### src/rtl/intr_ctrl_pkg.sv
// rtl/intr_ctrl_pkg.sv - shared state encoding and defaults for intr_ctrl
// Contents:
//   NUM_IRQ_DEFAULT : default number of hardware interrupt lines
//   state_e         : interrupt controller FSM state encoding
package intr_ctrl_pkg;

    localparam int NUM_IRQ_DEFAULT = 8;

    typedef enum logic [1:0] {
        IDLE     = 2'd0,
        WAIT_MEM = 2'd1,
        REQ      = 2'd2,
        SERVICE  = 2'd3
    } state_e;

endpackage

### src/rtl/intr_sync.sv
// rtl/intr_sync.sv - per-line synchronizer for external interrupt lines
// Macro INTR_SYNC_EN: defined -> two-flop synchronizer per line,
//                     undefined -> single register stage (synchronous sources).
// Ports:
//   clk      : rising-edge clock
//   resetn   : asynchronous active-low reset, clears every stage
//   async_in : raw interrupt lines
//   sync_out : sampled interrupt lines
module intr_sync
    import intr_ctrl_pkg::*;
#(
    parameter int WIDTH = NUM_IRQ_DEFAULT
) (
    input  logic             clk,
    input  logic             resetn,
    input  logic [WIDTH-1:0] async_in,
    output logic [WIDTH-1:0] sync_out
);

`ifdef INTR_SYNC_EN
    // First stage may go metastable; only the second stage is consumed.
    logic [WIDTH-1:0] meta_q;
    logic [WIDTH-1:0] meta_d;
    logic [WIDTH-1:0] sync_q;
    logic [WIDTH-1:0] sync_d;

    always_comb begin
        meta_d = async_in;
        sync_d = meta_q;
    end

    always_ff @(posedge clk or negedge resetn) begin
        if (!resetn) begin
            meta_q <= '0;
            sync_q <= '0;
        end else begin
            meta_q <= meta_d;
            sync_q <= sync_d;
        end
    end
`else
    logic [WIDTH-1:0] sync_q;
    logic [WIDTH-1:0] sync_d;

    always_comb begin
        sync_d = async_in;
    end

    always_ff @(posedge clk or negedge resetn) begin
        if (!resetn) begin
            sync_q <= '0;
        end else begin
            sync_q <= sync_d;
        end
    end
`endif

    assign sync_out = sync_q;

endmodule

### src/rtl/intr_ctrl.sv
// rtl/intr_ctrl.sv - interrupt controller: line sampling, masking, priority and request FSM
// Macro INTR_SYNC_EN selects the synchronizer depth inside intr_sync (2 when
// defined, 1 otherwise); request latency from a line edge is depth + 1 cycles.
// Ports:
//   clk       : rising-edge clock
//   resetn    : asynchronous active-low reset
//   ext_intr  : level-sensitive hardware interrupt lines
//   crmd_ie   : global interrupt enable
//   ecfg_lie  : per-line enable mask
//   lsu_busy  : a load/store is outstanding
//   intr_ack  : core took the interrupt exception
//   ertn      : core committed an ertn
//   intr_req  : interrupt request to the core
//   intr_code : index of the requested line
//   estat_is  : sampled line status
//   mem_hold  : blocks issue of new memory ops
module intr_ctrl
    import intr_ctrl_pkg::*;
#(
    parameter int NUM_IRQ = NUM_IRQ_DEFAULT
) (
    input  logic                       clk,
    input  logic                       resetn,
    input  logic [NUM_IRQ-1:0]         ext_intr,
    input  logic                       crmd_ie,
    input  logic [NUM_IRQ-1:0]         ecfg_lie,
    input  logic                       lsu_busy,
    input  logic                       intr_ack,
    input  logic                       ertn,
    output logic                       intr_req,
    output logic [$clog2(NUM_IRQ)-1:0] intr_code,
    output logic [NUM_IRQ-1:0]         estat_is,
    output logic                       mem_hold
);

    localparam int CW = $clog2(NUM_IRQ);

    logic [NUM_IRQ-1:0] s_irq;
    logic [NUM_IRQ-1:0] pending;
    logic               any_pending;
    logic [CW-1:0]      low_idx;

    state_e             state_q;
    state_e             state_d;
    logic [CW-1:0]      code_q;
    logic [CW-1:0]      code_d;

    intr_sync #(
        .WIDTH (NUM_IRQ)
    ) u_sync (
        .clk      (clk),
        .resetn   (resetn),
        .async_in (ext_intr),
        .sync_out (s_irq)
    );

    assign pending     = s_irq & ecfg_lie & {NUM_IRQ{crmd_ie}};
    assign any_pending = |pending;

    // Lowest-numbered line wins: scan downwards so the last hit is the lowest.
    always_comb begin
        low_idx = '0;
        for (int i = NUM_IRQ - 1; i >= 0; i--) begin
            if (pending[i]) begin
                low_idx = CW'(i);
            end
        end
    end

    always_comb begin
        state_d = state_q;
        code_d  = code_q;
        case (state_q)
            IDLE: begin
                if (any_pending) begin
                    state_d = lsu_busy ? WAIT_MEM : REQ;
                end
            end
            WAIT_MEM: begin
                if (!any_pending) begin
                    state_d = IDLE;
                end else if (!lsu_busy) begin
                    state_d = REQ;
                end
            end
            REQ: begin
                // An ack in the same cycle as withdrawal still counts as taken.
                if (intr_ack) begin
                    state_d = SERVICE;
                end else if (!any_pending) begin
                    state_d = IDLE;
                end
            end
            SERVICE: begin
                if (ertn) begin
                    state_d = IDLE;
                end
            end
            default: begin
                state_d = IDLE;
            end
        endcase

        // Code is captured only on entry so it stays stable for the whole request.
        if ((state_d == REQ) && (state_q != REQ)) begin
            code_d = low_idx;
        end
    end

    always_ff @(posedge clk or negedge resetn) begin
        if (!resetn) begin
            state_q <= IDLE;
            code_q  <= '0;
        end else begin
            state_q <= state_d;
            code_q  <= code_d;
        end
    end

    // Outputs decode straight from flops so reset clears them asynchronously.
    assign intr_req  = (state_q == REQ);
    assign mem_hold  = (state_q == WAIT_MEM) || (state_q == REQ);
    assign intr_code = code_q;
    assign estat_is  = s_irq;

endmodule

### config.mk
export PLATFORM = sky130hd
export DESIGN_NAME = intr_ctrl
export DESIGN_NICKNAME = d
export VERILOG_FILES = /design/src/rtl/intr_ctrl_pkg.sv /design/src/rtl/intr_sync.sv /design/src/rtl/intr_ctrl.sv
export SDC_FILE = /design/constraint.sdc
export NUM_CORES = 1
export LEC_CHECK = 0
export ABC_AREA = 1
export BUFFER_PORTS_ARGS = -buffer_cell sky130_fd_sc_hd__buf_2
export CORE_MARGIN = 2
export CORE_UTILIZATION = 30
export CTS_CLUSTER_DIAMETER = 120
export DETAILED_ROUTE_END_ITERATION = 6
export PLACE_DENSITY = 0.63
export SYNTH_ARGS = -nofsm -noshare
export SYNTH_HDL_FRONTEND = slang
export SYNTH_HIERARCHICAL = 1
export SYNTH_SLANG_ARGS = --single-unit
export TNS_END_PERCENT = 20
### constraint.sdc
create_clock -name clk -period 2.21 [get_ports clk]
set_input_delay 0.3315 -clock clk [delete_from_list [all_inputs] [get_ports clk]]
set_output_delay 0.3315 -clock clk [all_outputs]
set_load 0.01 [all_outputs]
# Word-level counts from Yosys, hierarchy flattened
# Index checks and enable logic that the tools add are counted.
# totals
ff_bits,13
in_bits,22
output_inout_bits,13
elab_cells,30
# op_classes
n_eq_ne,5
muxes,16
bitwise_logic,2
reduce_logical,4
# ops
operator,n
2-to-1 mux 3 bit,8
AND 8 bit,2
2-to-1 mux 2 bit,7
one-hot mux 2 bit (4 select lines),1
OR reduction 8 bit,1
"== test 2 bit, second input constant",3
"== test 2 x 1 -> 1 bit, second input constant",1
logical NOT 2 bit,1
"!= test 2 bit, second input constant",1
logical AND 1 bit,1
logical OR 1 bit,1

# Logic depth before layout (Yosys ltp)
# depth
depth_word,10
depth_mapped,14
ltp_nobuf,13

# Cells and area by module
# Netlist, hierarchy kept.
# by_module_without_submodules
module,instances,cells_per_inst,area_per_inst_um2,seq_area_each_um2
intr_ctrl,1,72,575.6,125.1
intr_sync,1,8,200.2,200.2

# Worst setup path after synthesis
# OpenSTA, ideal clock, no wires.
# synth_timing
path_kind,in2reg
startpoint,in crmd_ie
endpoint,reg code_q[0] (netlist: intr_code[0])
setup_ns,0.117
arrival_time_ns,1.295
required_time_ns,2.093
slack_ns,0.798
path_stages,11
n_path_buf,1
cell_sequence,buf_6 nand3_2 nand2_2 nor2_4 nand2_4 a21oi_2 o21ai_0 nand2_2 nand3_2 nand2_1 nand2_1
# synth_between
elab_chain_cells,9
word_cells_on_any_way,17
cone_classes,eq/ne: 1; mux: 13; bitwise: 1; reduce/logical: 2
# synth_lines
item,line,text
from (decl),intr_ctrl.sv:25,"input logic crmd_ie,"
AND 8 bit *,intr_ctrl.sv:57,assign pending = s_irq & ecfg_lie & {NUM_IRQ{crmd_ie}};
2-to-1 mux 3 bit (8 in series),intr_ctrl.sv:64,if (pending[i]) begin
to (signal assigned),intr_ctrl.sv:116,code_q <= code_d;
to (decl),intr_ctrl.sv:45,logic [CW-1:0] code_q;
# Every way passes the cells marked *; elsewhere a longest branch is shown, timed or not.
# A chain may end at the register's enable or synchronous reset.

# Worst setup path after layout
# layout_timing
startpoint,reg state_q[1]
endpoint,out mem_hold
# layout_between
elab_chain_cells,2
word_cells_on_any_way,3
cone_classes,eq/ne: 2; reduce/logical: 1
# layout_lines
item,line,text
from (decl),intr_ctrl.sv:43,state_e state_q;
from (signal assigned),intr_ctrl.sv:115,state_q <= state_d;
== test 2 x 1 -> 1 bit / == test 2 bit (equally long branches),intr_ctrl.sv:122,assign mem_hold = (state_q == WAIT_MEM) || (state_q == REQ);
logical OR 1 bit *,intr_ctrl.sv:122,
to (decl),intr_ctrl.sv:33,output logic mem_hold
# Marked as above.

==> metrics.yaml <==
run_status:
  status: "completed"
clock_network:
  clock-sinks: 13
  clock-root-buffer: "clkbuf_4"
  cts_buffers: 3
  clk-insertion-delay-late_ns: 0.28
  clk_pin_slew_ns: 0.09
  cts_tree: "yes"
  cts.htree.levels: 1
  cts_resized: 0
  clockBufferDepth: 2
  hold_buffers: 1
  postCtsSetupBuffers: 0
finish:
  nFillCells: 247
  drive_gt1_frac: 0.5085
  nets: 145
  final_core_util: 0.4113
  syn2layout_area_growth_pct: 30.16
  antenna_cells: 0
setup_path:
  worstPathMaxFanout: 5
  path_buf_inv: 2
  cp_cell_sequence: "inv_1 -> ha_1 -> buf_2"
  worstPathRequired_ns: 1.88
  slowest_delay_ns: 0.44
  path_class: "reg2out"
  cp_top_family: "flip-flops"
  cp.arrival_ns: 1.25
  cp_slowest_cell: "dfrtp_1"
  cp-start-kind: "flop"
  crit_path_end_kind: "output pin"
power_and_ir_drop:
  p_leak_nw: 0.5424
  pwr-share-clk: 0.172
  p_seq_frac: 0.369
  p_sw_frac: 0.4237
  peakVddDrop_mv: 0.3841
  p_sw_mw: 0.3733
  power_frac_comb: 0.459
  power_density_mw_per_mm2: 872.6
  p_int_mw: 0.5078
synthesis:
  synth_compound_area_frac: 0.05806
  yosysWarningCount: 6
  synth_edf_count: 0
  synthTopCellsByCount: "20 x nand2_1, 13 x dfrtp_1, 8 x nand3_2"
  synth-seq-cells: 13
  syn_inst: 80
  synth-adder-area-share: 0.06452
  synth-async-reset-ratio: 1.000
  synth-main-ff-cell: "dfrtp_1"
  synth_top_family_by_area: "simple AND/OR/NAND/NOR gates"
  synthMostInstantiatedCell: "nand2_1"
  synth_mux_area_frac: 0
  avgSynthCellArea_um2: 9.697
  ys_seq_area_frac: 0.4194
  syn-cell-area_um2: 775.7
  synth_fp_nets: 106
  synthDistinctLibCells: 22
  synth_xor_area_frac: 0
  synth_top_area_frac: 0.4194
  synth-simple-area-share: 0.3903
  yosys-top-cells-area: "dfrtp_1 42%, nand3_2 10%, nand2_1 9.7%"
  yosys.area.top_type: "dfrtp_1"
global_routing:
  grt_pass1_vias: 629
  antenna_found_initial: 0
  grt_max_degree: 14
  grt_usage: 0.1111
  grt_overflow: 0
  grt_pass1_wl_mm: 2.415
timing:
  finalSetupViolCount: 0
  slew-limit-headroom: 0.7937
  finalCritPeriodShare: 0.7148
  tightest_slew_ns: 0.3094
  fin_crit_ns: 1.580
  grt_setup_unrepaired: "no"
  setup_slack_ns: 0.6302
  max_freq_mhz: 633.0
  fin_tns_setup_ns: 0
  finalClockSkew_ns: 0.008134
  finalHoldViolations: 0
  slew_violations: 0
detailed_routing:
  drt_wl_total_mm: 1.580
  antenna_left: 0
  dr.pass1.iters: 4
  drt-initial-drc-count: 2
  wire_per_inst_um: 10.68
  drc: 0
  via_per_inst: 4.459
  vias: 660
placement:
  gp_congestion: 0.7038
  port_buffers: 34
  dp_hpwl_mm: 1.257
  dp_slack_ns: 0.5480
die:
  ios: 35
  die_w_um: 54.85
  dieArea_mm2: 0.003009
  initial_utilization: 0.3160
  core_mm2: 0.002455
  row_count: 18
  die_h_um: 54.85
flow_run:
  maxCapViolations: 0
hold_path:
  hp-class: "in2reg"
[state kept, by name (all words and copies together) (netlist names)]
| register | count |
|---|---|
| intr_code | 3 |
| state_q | 2 |
| u_sync/sync_out | 8 |
[final timing paths]
check                      slack, ns            endpoint          from  cells past startpoint
setup / recovery                0.63            mem_hold    state_q[1]                      3
hold / removal                  0.15  u_sync/sync_out[7]   ext_intr[7]                      1
setup reg to reg                0.65        intr_code[1]    state_q[1]                     10
hold reg to reg                 0.47        intr_code[1]  intr_code[1]                      2
max in group asynchronous       1.50        intr_code[2]        resetn                      2
min in group asynchronous       0.47  u_sync/sync_out[5]        resetn                      2
[final cells by class]
class,instances,area [um2],share of cell area
Timing Repair Buffer,35,180.2,0.1784
Multi-Input combinational cell,59,397.9,0.3941
Clock inverter,1,5.005,0.004957
Clock buffer,3,22.52,0.02230
Tap cell,30,37.54,0.03717
Sequential cell,13,325.3,0.3222
Inverter,7,41.29,0.04089
[kinds of logic after synthesis]
family,after synthesis
simple gates,48
buf+inv,8
flops,13
compound gates,7
fa+ha+maj,4
[metrics by stage]
stage,std cells,hold WS (ns),power [mW],instance area (um2)
after CTS,148,0.1458,0.8925,1010
after detailed placement,143,0.2415,0.7376,972.2
after floorplan,80,0.03591,0.6151,775.7
final,148,0.1489,0.8811,1010
after global placement,143,0.2349,0.7226,972.2
after global routing,148,0.1362,0.9626,1010
[cell usage in the layout, fill, tap and decap left out]
cell type	synthesis	routed
dfrtp_1	13	13
a21oi_2	1	1
nand3_2	8	8
nor2_1	2	2
nand3_1	2	2
buf_2	0	34
nand4_1	4	4
nand2_2	6	6
nand2_4	2	2
clkinv_2	1	2
o21ai_1	1	1
nand2_1	20	20
inv_1	5	5
clkbuf_4	0	3
a31oi_1	1	1
nor3_1	1	1
ha_1	4	4
a21boi_0	2	2
bufinv_8	1	1
o21ai_0	1	1
dlygate4sd3_1	0	1
nor2_4	2	2
a21oi_1	1	1
nand3_4	1	1
[routing by layer]
metal / vias to the layer above / GRT usage / part of all wire
met5: - / 0 / 0
met4: 0 / 0.05000 / 0.0051
met3: 2 / 0.01639 / 0.063
met2: 30 / 0.1964 / 0.46
met1: 287 / 0.1307 / 0.47
li1: 341 / - / -
[power by group through the flow]
stage	combinational (mW)	clock [mW]	sequential [mW]
2_1_floorplan	0.279	0	0.336
3_3_place_gp	0.395	0	0.328
3_5_place_dp	0.407	0	0.331
4_1_cts	0.410	0.156	0.326
5_1_grt	0.464	0.166	0.333
6_report	0.405	0.152	0.325
Power figures use the tool's default switching activity.
